--- config.mk ---
export PLATFORM = sky130hd
export DESIGN_NAME = mario_sprite_ctrl
export DESIGN_NICKNAME = d
export VERILOG_FILES = /design/src/rtl/mario_sprite_ctrl.sv
export SDC_FILE = /design/constraint.sdc
export NUM_CORES = 1
export LEC_CHECK = 0
export ABC_AREA = 1
export BUFFER_PORTS_ARGS = -buffer_cell sky130_fd_sc_hd__clkbuf_2
export CORE_MARGIN = 5
export CORE_UTILIZATION = 54
export DETAILED_ROUTE_END_ITERATION = 10
export PLACE_DENSITY_LB_ADDON = 0.15
export SYNTH_ARGS = -nofsm -noshare
export SYNTH_HDL_FRONTEND = slang
export SYNTH_SLANG_ARGS = --single-unit
export TNS_END_PERCENT = 10
--- constraint.sdc ---
create_clock -name Clk -period 4.3 [get_ports Clk]
set_input_delay 0.43 -clock Clk [delete_from_list [all_inputs] [get_ports Clk]]
set_output_delay 0.43 -clock Clk [all_outputs]
set_load 0.02 [all_outputs]
--- src/rtl/mario_sprite_ctrl.sv ---
// Mario sprite animation sequencer and two-stage pixel pipeline.
// Optional macro MARIO_MIRROR_EN: left-facing frames via mirrored right-facing ROMs.
module mario_sprite_ctrl #(
   parameter int          SPR_W           = 20,
   parameter int          SPR_H           = 22,
   parameter int          FRAMES_PER_STEP = 6,
   parameter logic [11:0] TRANSPARENT     = 12'h808
) (
   input  logic        Clk,
   input  logic        Reset,
   input  logic        frame_tick,
   input  logic        moving,
   input  logic        dir_left,
   input  logic        airborne,
   input  logic [9:0]  DrawX,
   input  logic [9:0]  DrawY,
   input  logic [9:0]  MarioX,
   input  logic [9:0]  MarioY,
   output logic [8:0]  rom_addr,
   output logic [3:0]  rom_sel,
   input  logic [11:0] rom_color,
   output logic        pixel_on,
   output logic [11:0] pixel_color
);

   localparam int CW = (FRAMES_PER_STEP > 1) ? $clog2(FRAMES_PER_STEP) : 1;
   localparam logic [CW-1:0] CNT_LAST = CW'(FRAMES_PER_STEP - 1);
   localparam logic [10:0]   W11      = 11'(SPR_W);
   localparam logic [10:0]   H11      = 11'(SPR_H);
   localparam logic [9:0]    W10      = 10'(SPR_W);

   typedef enum logic [1:0] {STAND, WALK, JUMP} state_t;

   state_t        state_q, state_d;
   logic [2:0]    frame_q, frame_d;
   logic [CW-1:0] cnt_q, cnt_d;
   logic          dir_q, dir_d;

   logic [8:0]    rom_addr_q, rom_addr_d;
   logic          in_box_q, in_box_d;
   logic          pixel_on_q, pixel_on_d;
   logic [11:0]   pixel_color_q, pixel_color_d;

   logic [10:0]   x11, y11, mx11, my11;
   logic [9:0]    dx, dy, dx_sel;
   logic [8:0]    lin;
   logic          sel_dir;

   always_comb begin
      state_d = state_q;
      frame_d = frame_q;
      cnt_d   = cnt_q;
      dir_d   = dir_q;
      if (frame_tick) begin
         if (moving && !airborne) dir_d = dir_left;
         if (airborne) begin
            state_d = JUMP;
            frame_d = 3'd4;
            cnt_d   = '0;
         end else begin
            unique case (state_q)
               WALK: begin
                  if (!moving) begin
                     state_d = STAND;
                     frame_d = 3'd0;
                     cnt_d   = '0;
                  end else if (cnt_q == CNT_LAST) begin
                     cnt_d   = '0;
                     frame_d = (frame_q == 3'd3) ? 3'd1 : frame_q + 3'd1;
                  end else begin
                     cnt_d = cnt_q + 1'b1;
                  end
               end
               default: begin
                  // STAND and landing from JUMP both restart the walk cycle
                  cnt_d = '0;
                  if (moving) begin
                     state_d = WALK;
                     frame_d = 3'd1;
                  end else begin
                     state_d = STAND;
                     frame_d = 3'd0;
                  end
               end
            endcase
         end
      end
   end

   always_comb begin
      x11  = {1'b0, DrawX};
      y11  = {1'b0, DrawY};
      mx11 = {1'b0, MarioX};
      my11 = {1'b0, MarioY};
      in_box_d = (x11 >= mx11) && (x11 < mx11 + W11) &&
                 (y11 >= my11) && (y11 < my11 + H11);
      dx = DrawX - MarioX;
      dy = DrawY - MarioY;
`ifdef MARIO_MIRROR_EN
      // dir_d keeps the address consistent with the rom_sel loaded at this edge
      dx_sel  = dir_d ? (W10 - 10'd1 - dx) : dx;
      sel_dir = 1'b0;
`else
      dx_sel  = dx;
      sel_dir = dir_q;
`endif
      lin        = 9'(dy * W10 + dx_sel);
      rom_addr_d = in_box_d ? lin : 9'd0;
   end

   always_comb begin
      pixel_on_d    = in_box_q && (rom_color != TRANSPARENT);
      pixel_color_d = pixel_on_d ? rom_color : 12'h000;
   end

   always_ff @(posedge Clk) begin
      if (Reset) begin
         state_q       <= STAND;
         frame_q       <= 3'd0;
         cnt_q         <= '0;
         dir_q         <= 1'b0;
         rom_addr_q    <= 9'd0;
         in_box_q      <= 1'b0;
         pixel_on_q    <= 1'b0;
         pixel_color_q <= 12'h000;
      end else begin
         state_q       <= state_d;
         frame_q       <= frame_d;
         cnt_q         <= cnt_d;
         dir_q         <= dir_d;
         rom_addr_q    <= rom_addr_d;
         in_box_q      <= in_box_d;
         pixel_on_q    <= pixel_on_d;
         pixel_color_q <= pixel_color_d;
      end
   end

   assign rom_addr    = rom_addr_q;
   assign rom_sel     = {sel_dir, frame_q};
   assign pixel_on    = pixel_on_q;
   assign pixel_color = pixel_color_q;

endmodule

### Word-level counts from Yosys, hierarchy flattened

Cells that the tools add are included.

* register bits: 32
* bits of input ports: 58
* output and inout bits: 26
* word-level logic and storage cells: 53

* add/subtract/negate cells: 7
* multipliers: 1
* $lt $le $gt $ge: 4
* eq/ne operators: 6
* muxes and demuxes: 14
* bitwise gates (word level): 2
* reduce and logical (&&, ||, !) cells: 11

Operators by type and width (number)
* 3-bit two-way mux: 9
* 10-bit by 5-bit adder with 11-bit output, second input constant: 2
* 10-bit by 11-bit less-than comparator with 1-bit output: 2
* 10-bit >= comparator: 2
* 12-bit inequality test, second input constant: 1
* 10-bit by 3-bit multiplier with 7-bit output, second input constant: 1
* 10-bit subtractor: 1
* 9-bit adder: 1
* 9-bit subtractor: 1
* 3-bit by 1-bit adder with 3-bit output, second input constant: 2
* 2-bit two-way mux: 3
* 2-bit AND reduction: 3
* 1-bit logical AND: 5
* 4-bit inequality test, second input constant: 1
* 2-bit OR reduction: 2
* 3-bit by 2-bit == test with 1-bit output, second input constant: 1
* 3-bit == test, second input constant: 1
* 3-bit inequality test, second input constant: 1
* 2-bit by 1-bit == test with 1-bit output, second input constant: 1
* 1-bit two-way mux: 2
* 1-bit NOT: 2
* 1-bit zero test: 1

### Logic depth before layout (Yosys ltp)

* word-level depth: 7
* depth in mapped cells: 25
* mapped depth without buffers: 25

### Worst setup path after synthesis

No wires, ideal clock.

* path kind: input -> register
* from: input DrawY[0]
* to: register rom_addr_q[8], in the netlist rom_addr[8]
* setup time: 0.115 ns
* arrival time: 3.612 ns
* path slack: 0.573 ns
* stages: 19
* buffers on the path: 0
* cell sequence: inv_1 > ha_1 > fa_1 > inv_1 > nand3_1 > nand3_1 > nand2_1 > ha_1 > fa_1 > xor2_1 > fa_1 > ha_1 > a21oi_1 > o21ai_0 > a21o_1 > inv_1 > nand2_1 > nand2_1 > nor2_1

* word-level cells in the longest chain between the ends: 5
* elaborated cells on any way between the ends: 9

Ends and longest elaborated chain
* start, declared: line 16 `input logic [9:0] DrawY,`
* branches (longest 5 deep; another with 10-bit subtractor)
* end signal, assigned: line 131 `rom_addr_q <= rom_addr_d;`
* end, declared: line 39 `logic [8:0] rom_addr_q, rom_addr_d;`

Several ways; the timed one is not identified.
A chain may end at the register's enable or synchronous reset.

### Worst setup path after layout

Ends and elaborated chain as after synthesis.

==> results.tsv <==
stage	metric	value	unit
outcome	status	complete, no violations	
critical_path	critPathTopFamily	adder cells	
critical_path	path_cells	clkbuf_2, inv_1, ha_1, fa_1, inv_1, nand3_1, nand2_1, nand2_1, nand2_1, ha_1, fa_1, xor2_1, fa_1, ha_1, a21oi_1, o21ai_0, a21o_1, inv_1, nand2_1, nand2_1, nor2_1	
final_layout	final_common_cell	nand2_1	
cts	cts-root-buf	clkbuf_8	
detailed_routing	wl_per_cell	10.59	um
cts	clk_latency	0.28	ns
cts	cts_buffers	5	
placement	globalplace.congestion	0.8549	
critical_path	ff2ff_path_depth	6	
synthesis	yosys_most_used_dff	dfxtp_1	
sta	slew_viol_final	0	
synthesis	synth_async_sr_flop_share	0	
die	fp.dieH	86.23	um
die	start_util	0.5630	
detailed_routing	drt_iter0_markers	52	
detailed_routing	vias	3000	
critical_path	endpoint_kind	flip-flop	
die	fp.dieArea	7436	um2
power	ir_worst_vdd	0.2355	mV
sta	finClkSkew	0.01008	ns
cts	cts.clk_slew.worst_paths	0.07	ns
hold_path	hold_end	pixel_color[2]	
critical_path	path_buf_inv	4	
final_layout	n_antenna_cell	0	
final_layout	drive_above_1_share	0.1771	
sta	finalSetupViolCount	0	
detailed_routing	route.detailed.drc	0	
synthesis	synth_area	3138	um2
sta	maxSlewHeadroom	0.6933	
sta	holdWs	0.3555	ns
synthesis	synth_cell_type_count	28	
sta	final_hold_viol_count	0	
synthesis	synth_seq_area_share	0.2041	
critical_path	critPathKind	in -> reg	
critical_path	critPathMaxStageDelay	0.44	ns
critical_path	critPathMaxFanout	3	
critical_path	reg2reg_to	frame_q[2]	
final_layout	fillers	522	
synthesis	synth_area_per_cell	6.912	um2
global_routing	grt_max_degree	14	
die	core	5574	um2
placement	dpl.hpwl	5772	um
die	ios	84	
global_routing	grt_pass1_vias	2804	
critical_path	cp.required	4.47	ns
sta	setup_tns	0	ns
detailed_routing	firstDrtPassIters	4	
cts	cts_setup_buffers	0	
cts	clockBufferDepth	2	
synthesis	ys_ff_latch	32	
die	chipWidth	86.23	um
sta	fin_crit_sh	0.8811	
power	power.total	1.282	mW
sta	finalCriticalPeriod	3.789	ns
placement	io_buffers	83	
global_routing	grt-ovfl-total	0	
cts	ctsHoldBuffers	0	
global_routing	grt_pass1_wl	10960	um
hold_path	hp-class	in -> reg	
cts	postCtsResizedCells	0	
final_layout	regArea	640.6	um2
synthesis	synth_edf_count	0	
final_layout	final_cell_mix	nand2_1 (100), inv_1 (97), clkbuf_2 (83)	
die	rows	27	
power	powerDensity	341.3	nW/um2
sta	worst_pin_slew	0.4588	ns
critical_path	ff2ff_setup_slack	3.06	ns
hold_path	hold_path.startpoint	rom_color[2]	
synthesis	syn_nets	576	
synthesis	yosysWarnings	0	
sta	max_freq	263.9	MHz
synthesis	synthesis.instances	454	
final_layout	final_nets	663	
final_layout	multiInputGateArea	2115	um2
critical_path	crit_top_cell	nand2_1	
final_layout	syn2layout_area_growth	19.66	%
cts	htreeDepth	2	
run	drv_cap	0	
detailed_routing	ant_nets	0	
sta	rsz0062_at_grt	no	
global_routing	antenna_found_initial	0	
critical_path	rr_startpoint	cnt_q[1]	
final_layout	utilization	0.6736	
global_routing	track_usage	0.1753	
critical_path	slowest_stage	fa_1	
hold_path	whs_path_depth	3	
critical_path	critPathLaunchType	primary input	
cts	cts_tree	built	
cts	cts.sink_count	32	
detailed_routing	route.detailed.vias_per_inst	4.886	
power	p_leak	2.249	nW
critical_path	crit_arrival	3.96	ns
detailed_routing	wl	6500	um
worst max-delay path by stage:
stage                  start     endpoint  slack (ns)  depth (start not counted)
CTS                 DrawY[0]  rom_addr[8]        0.50                         21
detailed placement  DrawY[0]  rom_addr[8]        0.23                         21
finish              DrawY[0]  rom_addr[8]        0.51                         21
floorplan           DrawY[0]  rom_addr[8]        0.57                         19
global placement    DrawY[0]  rom_addr[8]        0.38                         20
global route        DrawY[0]  rom_addr[8]        0.24                         21
sequential cells by signal, summed over array words and instances, names as in the netlist:
register,count
pixel_on,1
cnt_q,3
rom_addr,9
state_q,2
pixel_color,12
dir_q,1
in_box_q,1
frame_q,3
layout make-up:
class	instances	area share
Tap cell	72	0.02399
Timing Repair Buffer	83	0.1106
Multi-Input combinational cell	321	0.5631
Sequential cell	32	0.1706
Clock buffer	7	0.02566
Inverter	98	0.09797
Clock inverter	1	0.007997
per-stage QoR:
| step | cell area (um2) | setup slack (ns) | cells |
|---|---|---|---|
| after floorplan | 3138 | 0.5734 | 454 |
| after global placement | 3628 | 0.3802 | 606 |
| after detailed placement | 3628 | 0.2304 | 606 |
| after CTS | 3755 | 0.5008 | 614 |
| after global routing | 3755 | 0.2402 | 614 |
| final | 3755 | 0.5111 | 614 |
logic make-up after synthesis:
| family | synth area share |
|---|---|
| simple gates | 0.2524 |
| buf+inv | 0.1220 |
| fa+ha+maj | 0.2791 |
| compound gates | 0.07815 |
| flops | 0.2041 |
| xor+xnor | 0.06420 |
report_power, final:
group	internal, mW	switching (mW)
Clock	0.204	0.103
Combinational	0.286	0.379
Sequential	0.305	0.00353
Total	0.796	0.486
layer usage:
metal  track usage  up-vias  part of all wire
met5             0        -                 0
met4       0.05807        0             0.012
met3       0.02281        9             0.063
met2        0.3217       72              0.48
met1        0.2099     1323              0.44
li1              -     1596                 -
cells in the mapped netlist, types with 2 or more instances:
library cell / n / share of area
nand4_1: 4 / 0.0080
xnor2_1: 9 / 0.025
nor4_1: 4 / 0.0080
nor2_1: 50 / 0.060
fa_1: 10 / 0.064
xor2_1: 14 / 0.039
o21ai_0: 9 / 0.014
nand3_1: 24 / 0.038
clkbuf_1: 2 / 0.0024
a21o_1: 3 / 0.0072
nor2_2: 2 / 0.0040
a21oi_1: 25 / 0.040
inv_1: 97 / 0.12
nor3_1: 3 / 0.0048
nand2_1: 100 / 0.12
dfxtp_1: 32 / 0.20
a211oi_1: 2 / 0.0048
ha_1: 54 / 0.22
worst min-delay path, delay by kind of cell:
family	cells	cell delay (ns)
buffers and inverters	2	0.13
AND/OR/NAND/NOR	1	0.03
Power figures use the tool's default switching activity.
